File: src/rtl/sram_ctrl.sv
// Single-port SRAM controller with WAIT_CYCLES extra cycles before each response.
// Define SRAM_CTRL_RDATA_REG_EN to return every response from a register stage.
module sram_ctrl #(
   parameter int ADDR_WIDTH     = 32,
   parameter int DATA_WIDTH     = 32,
   parameter int RAM_ADDR_WIDTH = 12,
   parameter int WAIT_CYCLES    = 0
) (
   input  logic                      clk,
   input  logic                      rst,
   input  logic                      en_i,
   input  logic [ADDR_WIDTH-1:0]     addr_i,
   input  logic                      we_i,
   input  logic [DATA_WIDTH/8-1:0]   be_i,
   input  logic [DATA_WIDTH-1:0]     wdata_i,
   output logic [DATA_WIDTH-1:0]     rdata_o,
   output logic                      rvalid_o,
   output logic                      busy_o,
   output logic                      sram_cs_o,
   output logic                      sram_we_o,
   output logic [RAM_ADDR_WIDTH-1:0] sram_addr_o,
   output logic [DATA_WIDTH-1:0]     sram_wdata_o,
   output logic [DATA_WIDTH-1:0]     sram_bmask_o,
   input  logic [DATA_WIDTH-1:0]     sram_rdata_i
);

   localparam int         BE_WIDTH = DATA_WIDTH / 8;
   localparam logic [3:0] WAIT_LD  = 4'(WAIT_CYCLES);

   typedef enum logic [0:0] {
      ST_IDLE = 1'b0,
      ST_BUSY = 1'b1
   } state_t;

   state_t                r_state;
   state_t                w_state_nxt;
   logic [3:0]            r_cnt;
   logic [3:0]            w_cnt_nxt;
   logic                  r_we_q;
   logic [DATA_WIDTH-1:0] r_rdata_q;
   logic                  w_resp;
   logic                  w_capture;
   logic                  w_accept;
   logic [DATA_WIDTH-1:0] w_resp_data;
   logic [DATA_WIDTH-1:0] w_bmask;
   logic                  w_unused;

   // Internal response point: last BUSY cycle; a reset cycle drops it.
   assign w_resp    = (r_state == ST_BUSY) && (r_cnt == 4'd0) && !rst;
   // The macro's read data is only valid in the first BUSY cycle, where cnt is still at its load value.
   assign w_capture = (r_state == ST_BUSY) && (r_cnt == WAIT_LD) && !r_we_q;
   assign w_accept  = en_i && !rst && ((r_state == ST_IDLE) || rvalid_o);

   assign sram_cs_o    = w_accept;
   assign sram_we_o    = w_accept && we_i;
   assign sram_addr_o  = addr_i[RAM_ADDR_WIDTH+1:2];
   assign sram_wdata_o = wdata_i;
   assign sram_bmask_o = w_bmask;
   assign busy_o       = (r_state == ST_BUSY);
   assign w_unused     = ^{addr_i[1:0], addr_i[ADDR_WIDTH-1:RAM_ADDR_WIDTH+2]};

   // Byte enables expanded to a per-bit write mask
   always_comb begin
      w_bmask = '0;
      for (int i = 0; i < BE_WIDTH; i++) begin
         w_bmask[i*8 +: 8] = {8{be_i[i]}};
      end
   end

   // Response data: live macro output without wait states, captured copy otherwise
   always_comb begin
      w_resp_data = '0;
      if (w_resp && !r_we_q) begin
         if (WAIT_CYCLES == 0) begin
            w_resp_data = sram_rdata_i;
         end else begin
            w_resp_data = r_rdata_q;
         end
      end else begin
         w_resp_data = '0;
      end
   end

   // Next-state and wait counter
   always_comb begin
      w_state_nxt = r_state;
      w_cnt_nxt   = r_cnt;
      case (r_state)
         ST_IDLE: begin
            if (w_accept) begin
               w_state_nxt = ST_BUSY;
               w_cnt_nxt   = WAIT_LD;
            end else begin
               w_state_nxt = ST_IDLE;
            end
         end
         ST_BUSY: begin
            if (w_accept) begin
               w_state_nxt = ST_BUSY;
               w_cnt_nxt   = WAIT_LD;
            end else if (r_cnt != 4'd0) begin
               w_state_nxt = ST_BUSY;
               w_cnt_nxt   = r_cnt - 4'd1;
            end else begin
               w_state_nxt = ST_IDLE;
            end
         end
         default: begin
            w_state_nxt = ST_IDLE;
            w_cnt_nxt   = 4'd0;
         end
      endcase
   end

   // State, counter, request type and captured read data
   always_ff @(posedge clk) begin
      if (rst) begin
         r_state   <= ST_IDLE;
         r_cnt     <= 4'd0;
         r_we_q    <= 1'b0;
         r_rdata_q <= '0;
      end else begin
         r_state <= w_state_nxt;
         r_cnt   <= w_cnt_nxt;
         if (w_accept) begin
            r_we_q <= we_i;
         end
         if (w_capture) begin
            r_rdata_q <= sram_rdata_i;
         end
      end
   end

`ifdef SRAM_CTRL_RDATA_REG_EN
   logic                  r_rvalid;
   logic [DATA_WIDTH-1:0] r_rdata;

   // Output register stage: response leaves one cycle after the internal response point
   always_ff @(posedge clk) begin
      if (rst) begin
         r_rvalid <= 1'b0;
         r_rdata  <= '0;
      end else begin
         r_rvalid <= w_resp;
         r_rdata  <= w_resp_data;
      end
   end

   assign rvalid_o = r_rvalid;
   assign rdata_o  = r_rdata;
`else
   assign rvalid_o = w_resp;
   assign rdata_o  = w_resp_data;
`endif

endmodule

File: config.mk
export PLATFORM = sky130hd
export DESIGN_NAME = sram_ctrl
export DESIGN_NICKNAME = d
export VERILOG_FILES = /design/src/rtl/sram_ctrl.sv
export SDC_FILE = /design/constraint.sdc
export NUM_CORES = 1
export LEC_CHECK = 0
export BUFFER_PORTS_ARGS = -buffer_cell sky130_fd_sc_hd__buf_2
export CORE_AREA = 2 2 84 86
export CTS_CLUSTER_DIAMETER = 50
export CTS_CLUSTER_SIZE = 40
export DETAILED_ROUTE_END_ITERATION = 16
export DIE_AREA = 0 0 86 88
export PLACE_DENSITY = 0.66
export SKIP_LAST_GASP = 1
export SLEW_MARGIN = 30
export SYNTH_ARGS = -nofsm -noshare
export SYNTH_HDL_FRONTEND = slang
export SYNTH_SLANG_ARGS = --single-unit
File: constraint.sdc
create_clock -name clk -period 2.3 [get_ports clk]
set_clock_uncertainty 0.2 [all_clocks]
set_input_delay 0.575 -clock clk [delete_from_list [all_inputs] [get_ports clk]]
set_output_delay 0.575 -clock clk [all_outputs]
set_load 0.02 [all_outputs]
==> results.md <==
* Post-synthesis simple-gate area fraction at 28.6%
* Worst Path Class, Setup: reg2out
* Ports at 216
* Mux share of post-synthesis cell area at 2.94%
* Worst slew pin tran at 0.401 ns
* Synthesized instance count at 150
* Die span in x at 86 um
* Clk_lat worst skew at 0.22 ns
* Fillers at 749
* Post-route setup TNS at -3.70 ns
* Final setup viols at 32
* Hold Fails Final Rpt at 0
* Distinct cell type count after synthesis at 21
* Max-cap violations at 0
* Row cnt at 30
* Crit share post-route at 106%
* Register area at 120 um^2
* Setup ws final at -0.134 ns
* WP data arrival at 1.66 ns
* Pins over their slew limit at 0
* Synth Warn # at 0
* DR vias/cell at 3.30
* Post-CTS Setup Inserts at 0
* CTS Buf Count at 3
* Seq cells post-synth at 6
* Asr flop ratio synth at 0%
* Worst Setup Slack post-DPL at 0.0325 ns
* Total Wirelength at 2.10 mm
* Post-synth EDFFs at 0
* Worst rel slew slack at 73.0%
* Core Region at 6640 um^2
* Largest family of logic cells by synthesized area: buffers and inverters
* Leakage at 0.588 nW
* Yosys top cell by area: buf_4
* Synth Area in XOR/XNOR at 0%
* Post-Place Cells at 224
* Synthesized-area fraction occupied by adder cells at 1.13%
* Via Count at 749
* Synth Flop Type: dfxtp_1
* Most instantiated cells after synthesis: 76 x buf_4, 32 x and2_1, 6 x dfxtp_1
* Failing checks: setup timing
* Worst Setup End Kind: output port
* Finished Layout Cells at 227
* Clk slew on worst S/H paths at 0.04 ns
* Layout cells sized above 1 at 55.8%
* DR pass1 iterations at 4
* Dpl hpwl at 1.70 mm
* Routability cong. at 0.832
* Vert. Die Dim at 88 um
* Area growth from synthesis to layout at -2.71%
* CP required at 1.52 ns
* Final Critical Period at 2.43 ns
* Top-count cell post-synth: buf_4
* Clock root buffer: clkbuf_8
* Vias in the first global route at 637
* H-tree Lvls at 1
* CTS Hold Bufs at 0
* CTS sink cnt at 6
* Routed Antenna Nets at 0
* DRC Markers at 0
* All-layer global routing usage at 4.56%
* Synthesized area at 1110 um^2
* Syn_nets at 255
* Initial Utilization at 16.7%
* Status: finished, violations left
* Final #Nets at 254
* CP startpoint kind: register
* Grt ovf at 0
* Syn Area/Cell at 7.38 um^2
* Hold WC Path Type: reg2reg
* Fmax achieved at 411 MHz
* Power Density at 345 nW/um^2
* Clock Tree Buf Depth at 2
* 1st-iter DRT viols at 4
* Peak VDD IR at 404 uV
* Wirelength per Cell at 9.23 um
* Sequential fraction of the synthesis area at 10.8%
* Top cells by area, synth: buf_4 52%, and2_1 18%, dfxtp_1 11%, nand2b_1 2.3%, mux2_2 2.0%
* Die Area at 7570 um^2
* Area of the multi-input gates at 412 um^2
* First-pass GRT wire length at 2.84 mm
* Hold WS at 0.302 ns
* Synth Area in Compound Gates at 2.60%
* Crit Path Max Fanout at 32
* Area share of the largest cell type after synthesis at 51.5%
* Largest net degree at the start of global routing at 33
* Fin util at 16.2%
* CTS tree: built
* Ant. Diodes at 0
* Initial antenna violation count at 0
* PortBufs at 71
* RSZ-0062 raised after global routing: yes
-- repair_timing --
item / CTS / global route
cloned: 0 / 0
pin swaps: 0 / 0
setup endpoints to repair: 32 / 34
gates resized for setup: 0 / 4
-- placed cells by master (no fill, tap or decap), drive strengths merged --
cell type and count:
nand3b 1, mux2i 1, nor3 3, and2 32, or4b 1, a21oi 3
or3 1, nor2b 1, ha 1, o21ai 1, nand3 3, nor4 1
nand2 1, dfxtp 6, mux2 2, clkbuf 3, buf 74, nand2b 4
nor2 4, o31a 1, inv 3
-- power breakdown --
part           total [mW]  switching [mW]  internal [mW]
logic               0.108          0.0558         0.0518
clock network       0.155          0.0430          0.112
registers           0.109         0.00163          0.107
-- final timing paths --
path              startpoint           to  slack, ns  cells past startpoint
setup / recovery    r_cnt[1]  rdata_o[22]      -0.13                      7
hold / removal      r_cnt[2]     r_cnt[2]       0.30                      2
setup reg to reg    r_cnt[1]     r_cnt[1]       0.63                      5
hold reg to reg     r_cnt[2]     r_cnt[2]       0.30                      2
-- layout make-up --
cell class / instances / area share [%]
Tap cell: 80 / 9.29
Inverter: 3 / 1.05
Sequential cell: 6 / 11.1
Timing Repair Buffer: 74 / 36.5
Clock buffer: 3 / 3.83
Multi-Input combinational cell: 61 / 38.2
-- per-layer routing --
metal | share of wire (%) | wire length (um) | global-route usage [%]
met1 | 39 | 811 | 5.48
met2 | 47 | 991 | 6.62
met3 | 12 | 256 | 1.98
met4 | 1.7 | 35 | 2.89
met5 | 0 | 0 | 0
-- state kept, by name (all words and copies together) (netlist names) --
| name | count |
|---|---|
| busy_o | 1 |
| r_we_q | 1 |
| r_cnt | 4 |
-- cells by family (layout without fill, tap and decap cells) --
logic type	count (synthesis)	in the layout
AOI/OAI and AO/OA	5	5
adders and majority gates	1	1
buffers and inverters	83	80
muxes	3	3
DFF	6	6
and+or+nand+nor	52	52
-- worst max-delay path, stage by stage (launching register included) --
cell and delay, ns:
dfxtp_1 0.30, inv_1 0.11, ha_4 0.15, nand3b_1 0.15, nor4_4 0.22, buf_12 0.20, and2_1 0.14, buf_2 0.16
-- per-stage QoR --
step	cell area, um^2	total power, mW
CTS	1060	0.378
floorplan	1110	0.355
global route	1080	0.392
finish	1080	0.371
detailed placement	1020	0.218
global placement	1020	0.217
(Power assumes the default switching activity.)
